==> src/rtl/ofdm_pkg.sv <==
// Shared types and defaults for the OFDM frame scheduler.
// State encoding, byte width and a counter-width helper.
package ofdm_pkg;

    localparam int BYTE_W            = 8;
    localparam int DEF_BYTES_PER_SYM = 4;
    localparam int DEF_PREAMBLE_SYMS = 2;
    localparam int DEF_GAP_CYCLES    = 4;

    typedef enum logic [2:0] {
        ST_IDLE = 3'd0,
        ST_PRE  = 3'd1,
        ST_PAY  = 3'd2,
        ST_GAP  = 3'd3,
        ST_DONE = 3'd4
    } state_t;

    // Bits needed to hold 0..max_val, never less than one bit.
    function automatic int cnt_w(input int max_val);
        return (max_val < 1) ? 1 : $clog2(max_val + 1);
    endfunction

endpackage

==> src/rtl/ofdm_frame_sched_if.sv <==
// Byte-stream bundle of the scheduler: source side in, mapper side out.
// A byte moves on a cycle where valid && ready; valid never waits on ready, and once
// raised it holds with stable data/markers until the transfer happens.
interface ofdm_frame_sched_if;
    import ofdm_pkg::*;

    logic [BYTE_W-1:0] src_data;
    logic              src_valid;
    logic              src_ready;
    logic [BYTE_W-1:0] m_data;
    logic              m_valid;
    logic              m_ready;
    logic              m_sos;
    logic              m_eof;

    modport master (
        input  src_data, src_valid, m_ready,
        output src_ready, m_data, m_valid, m_sos, m_eof
    );

    modport slave (
        output src_data, src_valid, m_ready,
        input  src_ready, m_data, m_valid, m_sos, m_eof
    );

endinterface

==> src/rtl/ofdm_out_stage.sv <==
// Single-entry output register carrying {data, sos, eof} with valid/ready and flush.
// The caller only asserts i_load while o_can_load is high.
module ofdm_out_stage
    import ofdm_pkg::*;
(
    input  logic              aclk,
    input  logic              reset,
    input  logic              i_flush,
    input  logic              i_load,
    input  logic [BYTE_W-1:0] i_data,
    input  logic              i_sos,
    input  logic              i_eof,
    input  logic              i_ready,
    output logic [BYTE_W-1:0] o_data,
    output logic              o_valid,
    output logic              o_sos,
    output logic              o_eof,
    output logic              o_can_load
);

    logic [BYTE_W-1:0] r_data;
    logic              r_valid;
    logic              r_sos;
    logic              r_eof;

    assign o_can_load = !r_valid || i_ready;

    always_ff @(posedge aclk or posedge reset) begin
        if (reset) begin
            r_data  <= '0;
            r_valid <= 1'b0;
            r_sos   <= 1'b0;
            r_eof   <= 1'b0;
        end else if (i_flush) begin
            r_data  <= '0;
            r_valid <= 1'b0;
            r_sos   <= 1'b0;
            r_eof   <= 1'b0;
        end else if (i_load) begin
            r_data  <= i_data;
            r_valid <= 1'b1;
            r_sos   <= i_sos;
            r_eof   <= i_eof;
        end else if (i_ready) begin
            r_valid <= 1'b0;
        end
    end

    assign o_data  = r_data;
    assign o_valid = r_valid;
    assign o_sos   = r_sos;
    assign o_eof   = r_eof;

endmodule

==> src/rtl/ofdm_frame_sched.sv <==
// Frame scheduler: preamble symbols, then payload symbols from the byte source,
// each symbol followed by an idle gap (except the last) so the IFFT/CP chain can drain.
module ofdm_frame_sched
    import ofdm_pkg::*;
#(
    parameter int                BYTES_PER_SYM = DEF_BYTES_PER_SYM,
    parameter int                PREAMBLE_SYMS = DEF_PREAMBLE_SYMS,
    parameter logic [BYTE_W-1:0] PREAMBLE_BYTE = 8'hA5,
    parameter int                GAP_CYCLES    = DEF_GAP_CYCLES,
    parameter int                SYM_W         = 8
) (
    input  logic               aclk,
    input  logic               reset,
    input  logic               start,
    input  logic [SYM_W-1:0]   num_syms,
    input  logic               abort,
    ofdm_frame_sched_if.master bus,
    output logic               busy,
    output logic               done,
    output logic [SYM_W-1:0]   sym_idx,
    output state_t             dbg_state
);

    localparam int BC_W = cnt_w(BYTES_PER_SYM);
    localparam int GC_W = cnt_w(GAP_CYCLES);
    localparam int PC_W = cnt_w(PREAMBLE_SYMS);
    localparam logic [BC_W-1:0] BPS_C     = BC_W'(BYTES_PER_SYM);
    localparam logic [BC_W-1:0] BYTE_LAST = BC_W'(BYTES_PER_SYM - 1);
    localparam logic [GC_W-1:0] GAP_LAST  = GC_W'((GAP_CYCLES == 0) ? 0 : GAP_CYCLES - 1);
    localparam logic [PC_W-1:0] PRE_C     = PC_W'(PREAMBLE_SYMS);
    localparam logic [PC_W-1:0] PRE_LAST  = PC_W'((PREAMBLE_SYMS == 0) ? 0 : PREAMBLE_SYMS - 1);

    state_t            r_state;
    state_t            w_state_nxt;
    logic [BC_W-1:0]   r_byte_cnt;
    logic [GC_W-1:0]   r_gap_cnt;
    logic [PC_W-1:0]   r_pre_cnt;
    logic [SYM_W-1:0]  r_sym_idx;
    logic [SYM_W-1:0]  r_num_syms;

    logic              w_can_load, w_load, w_src_ready, w_sos, w_eof, w_done;
    logic              w_abort, w_start, w_sym_full, w_out_fire, w_sym_end;
    logic              w_last_byte, w_pre_last, w_pay_last;
    logic [BYTE_W-1:0] w_load_data;

    assign w_abort     = abort && (r_state != ST_IDLE);
    assign w_start     = start && !abort && (r_state == ST_IDLE);
    assign w_sym_full  = (r_byte_cnt == BPS_C);
    assign w_out_fire  = bus.m_valid && bus.m_ready;
    assign w_last_byte = (r_byte_cnt == BYTE_LAST);
    assign w_pre_last  = (r_pre_cnt == PRE_LAST);
    assign w_pay_last  = (r_sym_idx == (r_num_syms - SYM_W'(1)));
    assign w_sos       = (r_byte_cnt == '0);

    always_ff @(posedge aclk or posedge reset) begin
        if (reset) r_state <= ST_IDLE;
        else       r_state <= w_state_nxt;
    end

    always_comb begin
        w_state_nxt = r_state;
        w_src_ready = 1'b0;
        w_load      = 1'b0;
        w_load_data = PREAMBLE_BYTE;
        w_eof       = 1'b0;
        w_sym_end   = 1'b0;
        w_done      = 1'b0;
        case (r_state)
            ST_IDLE: begin
                if (w_start) begin
                    if (PREAMBLE_SYMS > 0)   w_state_nxt = ST_PRE;
                    else if (num_syms != '0) w_state_nxt = ST_PAY;
                    else                     w_state_nxt = ST_DONE;
                end
            end
            ST_PRE: begin
                w_load = !w_sym_full && w_can_load;
                w_eof  = w_last_byte && w_pre_last && (r_num_syms == '0);
                // A symbol ends only once its last byte has left the output register.
                if (w_sym_full && w_out_fire) begin
                    w_sym_end = 1'b1;
                    if (w_pre_last && (r_num_syms == '0)) w_state_nxt = ST_DONE;
                    else if (GAP_CYCLES > 0)             w_state_nxt = ST_GAP;
                    else if (w_pre_last)                 w_state_nxt = ST_PAY;
                    else                                 w_state_nxt = ST_PRE;
                end
            end
            ST_PAY: begin
                w_src_ready = !w_sym_full && w_can_load;
                w_load      = w_src_ready && bus.src_valid;
                w_load_data = bus.src_data;
                w_eof       = w_last_byte && w_pay_last;
                if (w_sym_full && w_out_fire) begin
                    w_sym_end = 1'b1;
                    if (w_pay_last)          w_state_nxt = ST_DONE;
                    else if (GAP_CYCLES > 0) w_state_nxt = ST_GAP;
                    else                     w_state_nxt = ST_PAY;
                end
            end
            ST_GAP: begin
                if (r_gap_cnt == GAP_LAST)
                    w_state_nxt = (r_pre_cnt != PRE_C) ? ST_PRE : ST_PAY;
            end
            ST_DONE: begin
                w_done      = 1'b1;
                w_state_nxt = ST_IDLE;
            end
            default: w_state_nxt = ST_IDLE;
        endcase
        if (w_abort) begin
            w_state_nxt = ST_IDLE;
            w_src_ready = 1'b0;
            w_load      = 1'b0;
            w_done      = 1'b0;
        end
    end

    always_ff @(posedge aclk or posedge reset) begin
        if (reset) begin
            r_byte_cnt <= '0;
            r_gap_cnt  <= '0;
            r_pre_cnt  <= '0;
            r_sym_idx  <= '0;
            r_num_syms <= '0;
        end else if (w_abort) begin
            r_byte_cnt <= '0;
            r_gap_cnt  <= '0;
            r_pre_cnt  <= '0;
            r_sym_idx  <= '0;
            r_num_syms <= '0;
        end else begin
            if (w_start) begin
                r_num_syms <= num_syms;
                r_sym_idx  <= '0;
                r_byte_cnt <= '0;
                r_pre_cnt  <= '0;
                r_gap_cnt  <= '0;
            end
            if (w_load) r_byte_cnt <= r_byte_cnt + BC_W'(1);
            if (w_sym_end) begin
                r_byte_cnt <= '0;
                if (r_state == ST_PRE) r_pre_cnt <= r_pre_cnt + PC_W'(1);
                else                   r_sym_idx <= r_sym_idx + SYM_W'(1);
            end
            if (r_state == ST_GAP)
                r_gap_cnt <= (r_gap_cnt == GAP_LAST) ? '0 : r_gap_cnt + GC_W'(1);
        end
    end

    ofdm_out_stage u_out (
        .aclk       (aclk),
        .reset      (reset),
        .i_flush    (w_abort),
        .i_load     (w_load),
        .i_data     (w_load_data),
        .i_sos      (w_sos),
        .i_eof      (w_eof),
        .i_ready    (bus.m_ready),
        .o_data     (bus.m_data),
        .o_valid    (bus.m_valid),
        .o_sos      (bus.m_sos),
        .o_eof      (bus.m_eof),
        .o_can_load (w_can_load)
    );

    assign bus.src_ready = w_src_ready;
    assign busy          = (r_state != ST_IDLE);
    assign done          = w_done;
    assign sym_idx       = r_sym_idx;
    assign dbg_state     = r_state;

endmodule
==> src/flat_wrapper.sv <==
// flat-port wrapper written by rule: the top's interface ports become plain ports
module ofdm_frame_sched_flat import ofdm_pkg::*;
#(
    parameter int                BYTES_PER_SYM = DEF_BYTES_PER_SYM,
    parameter int                PREAMBLE_SYMS = DEF_PREAMBLE_SYMS,
    parameter logic [BYTE_W-1:0] PREAMBLE_BYTE = 8'hA5,
    parameter int                GAP_CYCLES    = DEF_GAP_CYCLES,
    parameter int                SYM_W         = 8
)
  (aclk, reset, start, num_syms, abort, busy, done, sym_idx, dbg_state, bus_src_data, bus_src_valid, bus_m_ready, bus_src_ready, bus_m_data, bus_m_valid, bus_m_sos, bus_m_eof);
  ofdm_frame_sched_if bus_i ();
  input  logic aclk;
  input  logic reset;
  input  logic start;
  input  logic [SYM_W-1:0] num_syms;
  input  logic abort;
  output logic busy;
  output logic done;
  output logic [SYM_W-1:0] sym_idx;
  output state_t dbg_state;
  input wire logic [$bits(bus_i.src_data)-1:0] bus_src_data;
  input wire logic [$bits(bus_i.src_valid)-1:0] bus_src_valid;
  input wire logic [$bits(bus_i.m_ready)-1:0] bus_m_ready;
  output wire logic [$bits(bus_i.src_ready)-1:0] bus_src_ready;
  output wire logic [$bits(bus_i.m_data)-1:0] bus_m_data;
  output wire logic [$bits(bus_i.m_valid)-1:0] bus_m_valid;
  output wire logic [$bits(bus_i.m_sos)-1:0] bus_m_sos;
  output wire logic [$bits(bus_i.m_eof)-1:0] bus_m_eof;
  assign bus_i.src_data = bus_src_data;
  assign bus_i.src_valid = bus_src_valid;
  assign bus_i.m_ready = bus_m_ready;
  assign bus_src_ready = bus_i.src_ready;
  assign bus_m_data = bus_i.m_data;
  assign bus_m_valid = bus_i.m_valid;
  assign bus_m_sos = bus_i.m_sos;
  assign bus_m_eof = bus_i.m_eof;
  ofdm_frame_sched #(.BYTES_PER_SYM(BYTES_PER_SYM), .PREAMBLE_SYMS(PREAMBLE_SYMS), .PREAMBLE_BYTE(PREAMBLE_BYTE), .GAP_CYCLES(GAP_CYCLES), .SYM_W(SYM_W)) u_core (.aclk(aclk), .reset(reset), .start(start), .num_syms(num_syms), .abort(abort), .bus(bus_i), .busy(busy), .done(done), .sym_idx(sym_idx), .dbg_state(dbg_state));
endmodule
==> config.mk <==
export PLATFORM = sky130hd
export DESIGN_NAME = ofdm_frame_sched_flat
export DESIGN_NICKNAME = d
export VERILOG_FILES = /design/src/rtl/ofdm_pkg.sv /design/src/rtl/ofdm_frame_sched_if.sv /design/src/rtl/ofdm_out_stage.sv /design/src/rtl/ofdm_frame_sched.sv /design/src/flat_wrapper.sv
export SDC_FILE = /design/constraint.sdc
export NUM_CORES = 1
export LEC_CHECK = 0
export CAP_MARGIN = 0
export CORE_ASPECT_RATIO = 1.2
export CORE_MARGIN = 4
export CORE_UTILIZATION = 40
export CTS_BUF_LIST = sky130_fd_sc_hd__clkbuf_16
export DETAILED_ROUTE_END_ITERATION = 10
export DONT_BUFFER_PORTS = 1
export PLACE_DENSITY = 0.66
export SYNTH_ARGS = -nofsm -noshare
export SYNTH_HDL_FRONTEND = slang
export SYNTH_SLANG_ARGS = --single-unit
==> constraint.sdc <==
create_clock -name aclk -period 2.5 [get_ports aclk]
set_input_delay 0.375 -clock aclk [delete_from_list [all_inputs] [get_ports aclk]]
set_output_delay 0.375 -clock aclk [all_outputs]
set_load 0.005 [all_outputs]
==> qor.yml <==
max-cap-violations: 0
route.met2.wl_um: 2530
irDropWorstVdd_uv: 661
syn_to_final_growth_pct: 11.8
p_leak_uw: 0.00107
ys_seq_area_frac: 0.432
post-dp-hpwl_um: 3700
p_clk_frac: 0.294
die_h_um: 89.3
power.internal_uw: 1790
clock_sink_count: 38
timing.critical_path.from_type: "register"
grt_use_total: 0.159
maxSlewHeadroom: 0.658
drc: 0
netlist_area_um2: 2200
path_buf_inv: 1
cp_max_fo: 6
netSwitchingFraction: 0.363
dieArea_um2: 6760
grt-ovfl-total: 0
cts_inserted_buffers: 5
final_cell_count_no_fill: 304
syn_nets: 271
wl_met1_um: 2120
seq_power_share: 0.330
vias_per_cell: 5.77
h-tree-depth: 2
rows: 29
p_sw_uw: 1020
wl_per_cell_um: 16.7
post-route-period-util: 0.913
antenna_found_initial: 0
place_congestion: 0.834
synth_warnings: 0
rsz0062_at_grt: "no"
ios: 47
synth_async_sr_flop_share: 1.00
crit_type: "register to register"
postRouteAntennaNets: 0
routed_wl_um: 5090
fmax_mhz: 438
insertion_delay_ns: 0.28
slowest_stage: "dfrtp_1"
num_vias: 1755
first_iter_violations: 79
port-buffer-count: 0
num-nets-final: 271
die_x_um: 75.8
comb_power_share: 0.376
synth-seq-cells: 38
n_fill_cell: 506
place_area_um2: 2270
powerDensity_nw_per_um2: 1140
dp_cells: 296
clk_path_buf_depth: 2
diodes: 0
worstMarginPinSlew_ns: 0.510
critPathRequiredTime_ns: 2.72
slowest_delay_ns: 0.45
status: "finished, final reports clean"
setup-tns-final_ns: 0
maxSlewViolCount: 0
drtPass1Iterations: 4
start_util: 0.416
grt_pass1_wl_um: 8110
met3WireLength_um: 322
multi_input_area_um2: 1150
synth_flop_cell: "dfrtp_1"
stdcell_area_um2: 2460
core_area_um2: 5300
grt_pass1_vias: 1617
drive_gt1_frac: 0.0992
crit_arrival_ns: 2.50
cts_setup_buffers: 0
cts_hold_buffers: 0
grt_max_degree: 39
clockRootBuffer: "clkbuf_16"
cts_tree: "yes"
finClkSkew_ns: 0.00430
hold_path.class: "input pin to async pin"
end_kind: "register"
path_clk_slew_ns: 0.06
critical-path-top-delay-family: "compound AO/OA/AOI/OAI gates"
syn-instance-count: 241
hold_viol: 0
synth-edff-count: 0
synth_cell_types: 52
seq_area_um2: 951
setup_viol: 0
synth.avg_cell_area_um2: 9.14
timing.final.crit_period_ns: 2.28
ctsResizeCount: 0
top_layer_used: "met4"
path_cells: "inv_1 > ha_1 > o21ba_1 > a221oi_1 > a41oi_1 > or3_4 > o32a_1 > o21ai_2"
[cell usage after synthesis (2+ instances only)]
master / instances / share of area
a21oi_1: 15 / 0.034
a22o_1: 5 / 0.020
a22oi_1: 2 / 0.0068
and2_1: 4 / 0.011
and3_1: 3 / 0.0085
buf_2: 4 / 0.0091
clkbuf_1: 7 / 0.012
dfrtp_1: 38 / 0.43
ha_1: 8 / 0.045
inv_1: 10 / 0.017
mux2i_1: 5 / 0.023
nand2_1: 20 / 0.034
nand2b_1: 2 / 0.0057
nand3_1: 12 / 0.027
nand3b_1: 4 / 0.014
nand4_1: 3 / 0.0085
nor2_1: 29 / 0.049
nor3_1: 13 / 0.030
o21ai_0: 11 / 0.025
or3_1: 2 / 0.0057
or3b_2: 2 / 0.0080
xnor2_1: 9 / 0.036
xor2_1: 4 / 0.016
[sequential cells by signal, summed over array words and instances (netlist names)]
signal / cells
u_core.u_out.o_eof: 1
u_core.u_out.o_data: 8
u_core.r_num_syms: 8
u_core.r_byte_cnt: 3
u_core.r_gap_cnt: 3
u_core.dbg_state: 3
u_core.u_out.o_valid: 1
u_core.r_pre_cnt: 2
u_core.sym_idx: 8
u_core.u_out.o_sos: 1
[cells by family (layout without fill, tap and decap cells)]
| kind of cell | after synthesis | count (layout) | share of synthesized area |
|---|---|---|---|
| and+or+nand+nor | 104 | 104 | 0.244 |
| muxes | 5 | 5 | 0.0227 |
| AOI/OAI and AO/OA | 49 | 49 | 0.157 |
| xor gates and xnor gates | 13 | 13 | 0.0517 |
| adders and majority gates | 8 | 8 | 0.0454 |
| buffers and inverters | 24 | 25 | 0.0483 |
| DFF | 38 | 38 | 0.432 |
[final timing paths]
check                                          start                   end  slack, ns  cells after the start
max in group asynchronous                      reset  u_core.r_num_syms[4]       2.06                      2
worst min register to register   u_core.r_gap_cnt[0]   u_core.r_gap_cnt[0]       0.51                      1
worst max-delay path            u_core.r_num_syms[0]    u_core.u_out.o_eof       0.22                      8
worst min-delay path                           reset     u_core.sym_idx[7]        0.1                      2
min in group aclk                        num_syms[6]  u_core.r_num_syms[6]       0.23                      1
worst max register to register  u_core.r_num_syms[0]    u_core.u_out.o_eof       0.22                      8
[layout make-up]
type / count / share of cell area
tap: 62 / 0.0315
clock inverter: 3 / 0.0279
clock buffer: 5 / 0.0508
timing repair buffer: 7 / 0.0213
sequential: 38 / 0.386
inverter: 10 / 0.0152
multi-input combinational: 179 / 0.467
[routing by layer]
layer	track usage	up-vias
met5	0	-
met4	0.0668	0
met3	0.0517	9
met2	0.246	58
met1	0.203	832
li1	-	856
[power by group through the flow]
| stage | Clock (uW) | Combinational, uW | Sequential (uW) |
|---|---|---|---|
| after global routing | 865 | 1200 | 951 |
| after detailed placement | 0 | 1060 | 940 |
| after global placement | 0 | 1030 | 936 |
| after floorplan | 0 | 865 | 886 |
| final | 825 | 1050 | 928 |
| after CTS | 842 | 1070 | 930 |
[layout by cell type (no fill, tap or decap), types with 3 or more instances in the layout]
cell type and count:
xor2_1 4, o21ai_0 11, nand4_1 3, ha_1 8, nand3_1 12, nor2_1 29, nand3b_1 4, a22o_1 5
buf_4 7, inv_1 10, mux2i_1 5, dfrtp_1 38, clkbuf_16 5, and3_1 3, nand2_1 20, nor3_1 12
xnor2_1 9, and2_1 4, a21oi_1 15
[metrics by stage]
| step | total power, uW | hold WS (ns) | setup WS, ns | util |
|---|---|---|---|---|
| after detailed placement | 2000 | 0.414 | 0.229 | 0.428 |
| final | 2810 | 0.0970 | 0.217 | 0.465 |
| after CTS | 2840 | 0.113 | 0.216 | 0.465 |
| after floorplan | 1750 | 0.464 | 0.394 | - |
| after global routing | 3010 | 0.167 | 0.134 | 0.465 |
| after global placement | 1970 | 0.410 | 0.312 | 0.428 |
Power figures use the tool's default switching activity.
